==> config.mk <==
export PLATFORM = sky130hd
export DESIGN_NAME = lsu_mem_ctrl_flat
export DESIGN_NICKNAME = d
export VERILOG_FILES = /design/src/rtl/lsu_mem_ctrl_if.sv /design/src/rtl/lsu_mem_ctrl.sv /design/src/flat_wrapper.sv
export SDC_FILE = /design/constraint.sdc
export NUM_CORES = 1
export LEC_CHECK = 0
export BUFFER_PORTS_ARGS = -buffer_cell sky130_fd_sc_hd__buf_2
export CAP_MARGIN = 30
export CORE_MARGIN = 2
export CORE_UTILIZATION = 25
export DETAILED_ROUTE_END_ITERATION = 8
export MAX_ROUTING_LAYER = met4
export SLEW_MARGIN = 20
export SYNTH_ARGS = -nofsm -noshare
export SYNTH_HDL_FRONTEND = slang
export SYNTH_SLANG_ARGS = --single-unit
==> constraint.sdc <==
create_clock -name clk -period 2.1 [get_ports clk]
set_clock_uncertainty 0.1 [all_clocks]
set_input_delay 0.42 -clock clk [delete_from_list [all_inputs] [get_ports clk]]
set_output_delay 0.42 -clock clk [all_outputs]
set_load 0.005 [all_outputs]
==> src/rtl/lsu_mem_ctrl_if.sv <==
// Core-side request/response and memory-side bus of the load/store sequencer.
// The controller uses the slave view; the core/memory environment uses master.
interface lsu_mem_ctrl_if #(
   parameter int ADDR_WIDTH = 14
);
   logic                    req_valid;
   logic                    req_ready;
   logic                    req_we;
   logic [2:0]              req_funct3;
   logic [ADDR_WIDTH-1:0]   req_addr;
   logic [31:0]             req_wdata;
   logic                    resp_valid;
   logic                    resp_err;
   logic [31:0]             resp_rdata;
   logic                    busy;
   logic [ADDR_WIDTH-3:0]   mem_addr;
   logic                    mem_we;
   logic                    mem_re;
   logic [3:0]              mem_byte_sel;
   logic [31:0]             mem_wdata;
   logic [31:0]             mem_rdata;

   modport slave (
      input  req_valid, req_we, req_funct3, req_addr, req_wdata, mem_rdata,
      output req_ready, resp_valid, resp_err, resp_rdata, busy,
             mem_addr, mem_we, mem_re, mem_byte_sel, mem_wdata
   );

   modport master (
      output req_valid, req_we, req_funct3, req_addr, req_wdata, mem_rdata,
      input  req_ready, resp_valid, resp_err, resp_rdata, busy,
             mem_addr, mem_we, mem_re, mem_byte_sel, mem_wdata
   );
endinterface

==> src/rtl/lsu_mem_ctrl.sv <==
// Load/store sequencer: byte-lane steering, misaligned splitting into two word
// accesses, and alignment/extension of returned load data.
module lsu_mem_ctrl #(
   parameter int ADDR_WIDTH       = 14,
   parameter bit ALLOW_MISALIGNED = 1'b1
) (
   input  logic          clk,
   input  logic          rst_n,
   lsu_mem_ctrl_if.slave bus
);
   localparam int WW = ADDR_WIDTH - 2;

   typedef enum logic [2:0] {
      IDLE = 3'd0,
      ACC0 = 3'd1,
      CAP0 = 3'd2,
      ACC1 = 3'd3,
      CAP1 = 3'd4,
      DONE = 3'd5,
      ERR  = 3'd6
   } state_e;

   state_e         state_q, state_d;

   logic           we_q;
   logic [2:0]     f3_q;
   logic [1:0]     off_q;
   logic           mis_q;
   logic [WW-1:0]  word_q;
   logic [3:0]     sel_hi_q;
   logic [31:0]    wdata_hi_q;
   logic [31:0]    lo_q, hi_q;

   logic [WW-1:0]  mem_addr_q, mem_addr_d;
   logic           mem_we_q, mem_we_d;
   logic           mem_re_q, mem_re_d;
   logic [3:0]     mem_sel_q, mem_sel_d;
   logic [31:0]    mem_wdata_q, mem_wdata_d;
   logic           resp_valid_q, resp_valid_d;
   logic           resp_err_q, resp_err_d;
   logic [31:0]    resp_rdata_q, resp_rdata_d;

   logic [1:0]     req_off_s;
   logic [WW-1:0]  req_word_s;
   logic [3:0]     req_mask_s;
   logic [7:0]     req_sel8_s;
   logic [63:0]    req_wide_s;
   logic           req_illegal_s;
   logic           req_mis_s;
   logic           accept_s;

   // Shift the {hi,lo} pair down by the byte offset, then mask and extend by size.
   function automatic logic [31:0] align_load(input logic [31:0] lo, input logic [31:0] hi,
                                              input logic [1:0] off, input logic [2:0] f3);
      logic [63:0] cat;
      logic [31:0] raw;
      cat = {hi, lo} >> {off, 3'b000};
      raw = cat[31:0];
      case (f3)
         3'b000:  align_load = {{24{raw[7]}}, raw[7:0]};
         3'b001:  align_load = {{16{raw[15]}}, raw[15:0]};
         3'b010:  align_load = raw;
         3'b100:  align_load = {24'h000000, raw[7:0]};
         3'b101:  align_load = {16'h0000, raw[15:0]};
         default: align_load = 32'h0000_0000;
      endcase
   endfunction

   assign req_off_s  = bus.req_addr[1:0];
   assign req_word_s = bus.req_addr[ADDR_WIDTH-1:2];
   assign req_sel8_s = {4'b0000, req_mask_s} << req_off_s;
   assign req_wide_s = {32'h0000_0000, bus.req_wdata} << {req_off_s, 3'b000};
   assign req_mis_s  = |req_sel8_s[7:4];
   assign accept_s   = bus.req_valid && (state_q == IDLE);
   assign req_illegal_s = (bus.req_funct3 == 3'b011) || (bus.req_funct3 == 3'b110) ||
                          (bus.req_funct3 == 3'b111) || (bus.req_we && bus.req_funct3[2]);

   // Size mask from the low funct3 bits.
   always_comb begin
      req_mask_s = 4'b0000;
      case (bus.req_funct3[1:0])
         2'b00:   req_mask_s = 4'b0001;
         2'b01:   req_mask_s = 4'b0011;
         2'b10:   req_mask_s = 4'b1111;
         default: req_mask_s = 4'b0000;
      endcase
   end

   // State register.
   always_ff @(posedge clk or negedge rst_n) begin
      if (!rst_n) begin
         state_q <= IDLE;
      end else begin
         state_q <= state_d;
      end
   end

   // Next-state logic.
   always_comb begin
      state_d = state_q;
      case (state_q)
         IDLE: begin
            if (accept_s) begin
               if (req_illegal_s || (req_mis_s && !ALLOW_MISALIGNED)) state_d = ERR;
               else                                                   state_d = ACC0;
            end else begin
               state_d = IDLE;
            end
         end
         ACC0:    state_d = we_q ? (mis_q ? ACC1 : DONE) : CAP0;
         CAP0:    state_d = mis_q ? ACC1 : DONE;
         ACC1:    state_d = we_q ? DONE : CAP1;
         CAP1:    state_d = DONE;
         DONE:    state_d = IDLE;
         ERR:     state_d = IDLE;
         default: state_d = IDLE;
      endcase
   end

   // Next values of the registered outputs; memory strobes lead the ACC states.
   always_comb begin
      mem_addr_d   = '0;
      mem_we_d     = 1'b0;
      mem_re_d     = 1'b0;
      mem_sel_d    = 4'b0000;
      mem_wdata_d  = 32'h0000_0000;
      resp_valid_d = 1'b0;
      resp_err_d   = 1'b0;
      resp_rdata_d = 32'h0000_0000;
      if (state_d == ACC0) begin
         mem_addr_d  = req_word_s;
         mem_sel_d   = req_sel8_s[3:0];
         mem_we_d    = bus.req_we;
         mem_re_d    = !bus.req_we;
         mem_wdata_d = bus.req_we ? req_wide_s[31:0] : 32'h0000_0000;
      end else if (state_d == ACC1) begin
         mem_addr_d  = word_q + {{(WW-1){1'b0}}, 1'b1};
         mem_sel_d   = sel_hi_q;
         mem_we_d    = we_q;
         mem_re_d    = !we_q;
         mem_wdata_d = we_q ? wdata_hi_q : 32'h0000_0000;
      end else begin
         mem_we_d = 1'b0;
      end
      if (state_q == DONE) begin
         resp_valid_d = 1'b1;
         resp_rdata_d = we_q ? 32'h0000_0000 : align_load(lo_q, hi_q, off_q, f3_q);
      end else if (state_q == ERR) begin
         resp_valid_d = 1'b1;
         resp_err_d   = 1'b1;
      end else begin
         resp_valid_d = 1'b0;
      end
   end

   // Request latch and read-data capture.
   always_ff @(posedge clk or negedge rst_n) begin
      if (!rst_n) begin
         we_q       <= 1'b0;
         f3_q       <= 3'b000;
         off_q      <= 2'b00;
         mis_q      <= 1'b0;
         word_q     <= '0;
         sel_hi_q   <= 4'b0000;
         wdata_hi_q <= 32'h0000_0000;
         lo_q       <= 32'h0000_0000;
         hi_q       <= 32'h0000_0000;
      end else if (accept_s) begin
         we_q       <= bus.req_we;
         f3_q       <= bus.req_funct3;
         off_q      <= req_off_s;
         mis_q      <= req_mis_s;
         word_q     <= req_word_s;
         sel_hi_q   <= req_sel8_s[7:4];
         wdata_hi_q <= req_wide_s[63:32];
         hi_q       <= 32'h0000_0000;
      end else if (state_q == CAP0) begin
         lo_q <= bus.mem_rdata;
      end else if (state_q == CAP1) begin
         hi_q <= bus.mem_rdata;
      end else begin
         lo_q <= lo_q;
      end
   end

   // Output registers.
   always_ff @(posedge clk or negedge rst_n) begin
      if (!rst_n) begin
         mem_addr_q   <= '0;
         mem_we_q     <= 1'b0;
         mem_re_q     <= 1'b0;
         mem_sel_q    <= 4'b0000;
         mem_wdata_q  <= 32'h0000_0000;
         resp_valid_q <= 1'b0;
         resp_err_q   <= 1'b0;
         resp_rdata_q <= 32'h0000_0000;
      end else begin
         mem_addr_q   <= mem_addr_d;
         mem_we_q     <= mem_we_d;
         mem_re_q     <= mem_re_d;
         mem_sel_q    <= mem_sel_d;
         mem_wdata_q  <= mem_wdata_d;
         resp_valid_q <= resp_valid_d;
         resp_err_q   <= resp_err_d;
         resp_rdata_q <= resp_rdata_d;
      end
   end

   assign bus.req_ready    = (state_q == IDLE);
   assign bus.busy         = (state_q != IDLE);
   assign bus.mem_addr     = mem_addr_q;
   assign bus.mem_we       = mem_we_q;
   assign bus.mem_re       = mem_re_q;
   assign bus.mem_byte_sel = mem_sel_q;
   assign bus.mem_wdata    = mem_wdata_q;
   assign bus.resp_valid   = resp_valid_q;
   assign bus.resp_err     = resp_err_q;
   assign bus.resp_rdata   = resp_rdata_q;
endmodule

==> src/flat_wrapper.sv <==
// flat-port wrapper written by rule: the top's interface ports become plain ports
module lsu_mem_ctrl_flat 
#(
   parameter int ADDR_WIDTH       = 14,
   parameter bit ALLOW_MISALIGNED = 1'b1
)
  (clk, rst_n, bus_req_valid, bus_req_we, bus_req_funct3, bus_req_addr, bus_req_wdata, bus_mem_rdata, bus_req_ready, bus_resp_valid, bus_resp_err, bus_resp_rdata, bus_busy, bus_mem_addr, bus_mem_we, bus_mem_re, bus_mem_byte_sel, bus_mem_wdata);
  lsu_mem_ctrl_if #(.ADDR_WIDTH(ADDR_WIDTH)) bus_i ();
  input  logic clk;
  input  logic rst_n;
  input wire logic [$bits(bus_i.req_valid)-1:0] bus_req_valid;
  input wire logic [$bits(bus_i.req_we)-1:0] bus_req_we;
  input wire logic [$bits(bus_i.req_funct3)-1:0] bus_req_funct3;
  input wire logic [$bits(bus_i.req_addr)-1:0] bus_req_addr;
  input wire logic [$bits(bus_i.req_wdata)-1:0] bus_req_wdata;
  input wire logic [$bits(bus_i.mem_rdata)-1:0] bus_mem_rdata;
  output wire logic [$bits(bus_i.req_ready)-1:0] bus_req_ready;
  output wire logic [$bits(bus_i.resp_valid)-1:0] bus_resp_valid;
  output wire logic [$bits(bus_i.resp_err)-1:0] bus_resp_err;
  output wire logic [$bits(bus_i.resp_rdata)-1:0] bus_resp_rdata;
  output wire logic [$bits(bus_i.busy)-1:0] bus_busy;
  output wire logic [$bits(bus_i.mem_addr)-1:0] bus_mem_addr;
  output wire logic [$bits(bus_i.mem_we)-1:0] bus_mem_we;
  output wire logic [$bits(bus_i.mem_re)-1:0] bus_mem_re;
  output wire logic [$bits(bus_i.mem_byte_sel)-1:0] bus_mem_byte_sel;
  output wire logic [$bits(bus_i.mem_wdata)-1:0] bus_mem_wdata;
  assign bus_i.req_valid = bus_req_valid;
  assign bus_i.req_we = bus_req_we;
  assign bus_i.req_funct3 = bus_req_funct3;
  assign bus_i.req_addr = bus_req_addr;
  assign bus_i.req_wdata = bus_req_wdata;
  assign bus_i.mem_rdata = bus_mem_rdata;
  assign bus_req_ready = bus_i.req_ready;
  assign bus_resp_valid = bus_i.resp_valid;
  assign bus_resp_err = bus_i.resp_err;
  assign bus_resp_rdata = bus_i.resp_rdata;
  assign bus_busy = bus_i.busy;
  assign bus_mem_addr = bus_i.mem_addr;
  assign bus_mem_we = bus_i.mem_we;
  assign bus_mem_re = bus_i.mem_re;
  assign bus_mem_byte_sel = bus_i.mem_byte_sel;
  assign bus_mem_wdata = bus_i.mem_wdata;
  lsu_mem_ctrl #(.ADDR_WIDTH(ADDR_WIDTH), .ALLOW_MISALIGNED(ALLOW_MISALIGNED)) u_core (.clk(clk), .rst_n(rst_n), .bus(bus_i));
endmodule
==> reports/qor.yml <==
status:
  status: "finished, final reports clean"
sta:
  rsz0062_at_grt: "yes"
  drv_slew: 0
  finalCritPeriodShare_pct: 96.4
  final_hold_viol_count: 0
  holdWs_ps: 82.0
  setup_viol: 0
  setup-tns-final_ps: 0
  max_freq_mhz: 494
  tightest_slew_ps: 604
  max_slew_margin_pct: 59.7
  post-route-min-period_ps: 2020
floorplan:
  placeableCoreArea_sq_mm: 0.0343
  row_count: 68
  initial_core_util_pct: 25.3
  die_x_um: 190
  die_height_um: 190
  dieArea_sq_mm: 0.0361
  boundaryPins: 171
route:
  routed_wl_um: 24500
  vias: 6653
  drt_iter0_markers: 386
  via_per_inst: 4.63
  route.detailed.drc: 0
  wl_per_cell_um: 17.1
  ant_nets: 0
  dr.pass1.iters: 5
worst_setup_path:
  crit_required_ps: 2370
  r2r_start: "u_core.state_q[0]"
  worstRegToRegCells: 7
  crit_path_end: "u_core.bus.mem_wdata[13]"
  worst_ep_arrival_time_ps: 2300
  timing.rr.end: "u_core.bus.mem_wdata[13]"
  crit_type: "flop to flop"
  critPathCaptureType: "flop"
  critPathMaxFanout: 7
  rrSetupSlack_ps: 80
  start_kind: "flop"
  startpoint: "u_core.state_q[0]"
placed_design:
  gp_congestion: 0.818
  dp.cells: 1396
  dp_hpwl_um: 17200
  portBuffers: 170
synth:
  synth-xor-area-share_pct: 1.21
  yosysTopAreaCellShare_pct: 54.6
  synth_top_family_by_area: "multiplexers"
  synth_mux_area_share_pct: 15.2
  synth_ff_type: "dfrtp_1"
  syn_nets: 876
  synth_edf_count: 0
  yosysSeqAreaShare_pct: 54.6
  netlist_instances: 786
  yosys.area_share.simple_pct: 14.1
  synth-adder-area-share_pct: 0.723
  yosysMostFrequentCell: "dfrtp_1"
  synth_compound_area_share_pct: 10.6
  ys_ff_latch: 189
  synthTopCellsByCount: "189 x dfrtp_1, 180 x nand2_1, 44 x mux2_2"
  yosysTopAreaCell: "dfrtp_1"
  synth.distinct_cells: 48
  yosys-top-cells-area: "dfrtp_1 55%, nand2_1 7.8%, mux4_2 7.3%"
  synth_area_per_cell_sq_um: 11.0
  postSynth.asyncResetShare_pct: 100
  syn_area_sq_mm: 0.00866
  yosysWarnings: 0
power:
  worst_ir_drop_vdd_uv: 562
  leakagePower_nw: 5.30
  cellPowerDensity_mw_per_mm2: 1270
clocking:
  cts-root-buf: "clkbuf_16"
  path_clk_slew_ps: 80
  clockBufferDepth: 2
  cts_buffers: 17
  cts_max_level: 4
  cts_tree: "built"
  clock_latency_ps: 440
  cts_sinks: 189
grt:
  grt_pass1_wl_um: 37900
  grt-ovfl-total: 0
  grt_max_degree: 50
  track_usage_pct: 13.9
  grt_pass1_vias: 6524
  antenna_found_initial: 0
job:
  maxCapViolations: 0
finish:
  areaGrowthSynthToFinish_pct: 26.9
  nNetsFinal: 1058
  final_cell_count_no_fill: 1436
  final_layout_size_suffix_gt1_share_pct: 34.4
  antennaDiodeCount: 0
worst_hold_path:
  hold_class: "primary input to flop"
## critical path, cell delays in order, from the launching register on
cell and delay [ps]:
dfrtp_1 380, buf_4 150, nor4b_4 400, nand4b_1 260
buf_12 220, buf_2 170, nor3_2 190, a21o_1 100
## state kept, by name, summed over array words and instances, names as in the netlist, 2 cells and up
signal,flops
u_core.hi_q,24
u_core.off_q,2
u_core.lo_q,32
u_core.f3_q,3
u_core.bus.resp_rdata,32
u_core.sel_hi_q,3
u_core.bus.mem_addr,12
u_core.bus.mem_byte_sel,4
u_core.word_q,12
u_core.state_q,3
u_core.bus.mem_wdata,32
u_core.wdata_hi_q,24
## final cells by class
class | count | area (sq um)
clock buffers | 18 | 439
clock inverters | 14 | 144
fillers | 3505 | 23300
inverters | 14 | 52.6
multi-input cells | 526 | 3670
flip-flops and latches | 189 | 4730
well taps | 455 | 569
repair buffers | 220 | 1380
## where the power goes
part	internal [mW]	leakage (nW)	switching, mW
Sequential	4.79	2.48	0.872
Combinational	2.53	2.54	2.56
Clock	1.62	0.280	1.58
Total	8.94	5.30	5.01
## metal layers
metal  wire length (um)  vias to the layer above  GRT usage [%]
li1                   -                     3120              -
met1              11500                     3300           19.5
met2              11500                      217           21.1
met3               1260                       16           2.40
met4                253                        0           3.28
met5                  0                        -              -
## cell families (layout without fill, tap and decap cells)
group           count (synthesis)  count (layout)
flops                         189             189
buf+inv                        71             266
fa+ha+maj                       5               5
mux                            91              91
simple gates                  276             276
xor+xnor                       12              12
compound gates                142             142
## worst min-delay path by stage
stage	start	to	slack, ps	cells past startpoint
6_report	bus_req_addr[7]	u_core.word_q[5]	80	3
5_1_grt	bus_req_addr[8]	u_core.word_q[6]	70	3
4_1_cts	bus_req_addr[10]	u_core.word_q[8]	60	3
3_5_place_dp	rst_n	u_core.lo_q[30]	310	1
3_3_place_gp	rst_n	u_core.lo_q[30]	310	1
2_1_floorplan	rst_n	u_core.bus.mem_addr[0]	20	0
## layout by cell type (no fill, tap or decap), drive strengths merged, types with 3 or more instances in the layout
master,n
a211oi,7
a21o,9
a21oi,35
a22o,9
and2,3
and3,7
buf,217
clkbuf,20
clkinvlp,3
dfrtp,189
ha,5
inv,23
mux2,44
mux2i,19
mux4,28
nand2,180
nand2b,3
nand3,20
nor2,27
nor2b,5
nor3,14
nor3b,4
o21ai,41
o22ai,5
o2bb2ai,27
or4,3
xnor2,10
## what timing repair did
| action | CTS | global route |
|---|---|---|
| gates resized for setup | 2 | 3 |
| setup endpoints to repair | 2 | 8 |
| cloned | 0 | 1 |
| pin swaps | 0 | 3 |
| endpoints found under the hold margin | 44 | 0 |
| buffers inserted | 2 | 4 |
| hold buffers | 1 | 0 |
## metrics by stage
| stage | power, mW | instance area (sq um) | setup WS (ps) | utilization, % |
|---|---|---|---|---|
| floorplan | 8.96 | 8660 | 188 | - |
| global placement | 10.7 | 10300 | -31.9 | 30.0 |
| detailed placement | 10.8 | 10300 | -49.9 | 30.0 |
| CTS | 14.1 | 10900 | 49.2 | 31.8 |
| global route | 14.9 | 11000 | -18.3 | 32.0 |
| finish | 13.9 | 11000 | 75.4 | 32.0 |
Note: power is estimated with default switching activity, not from simulation.
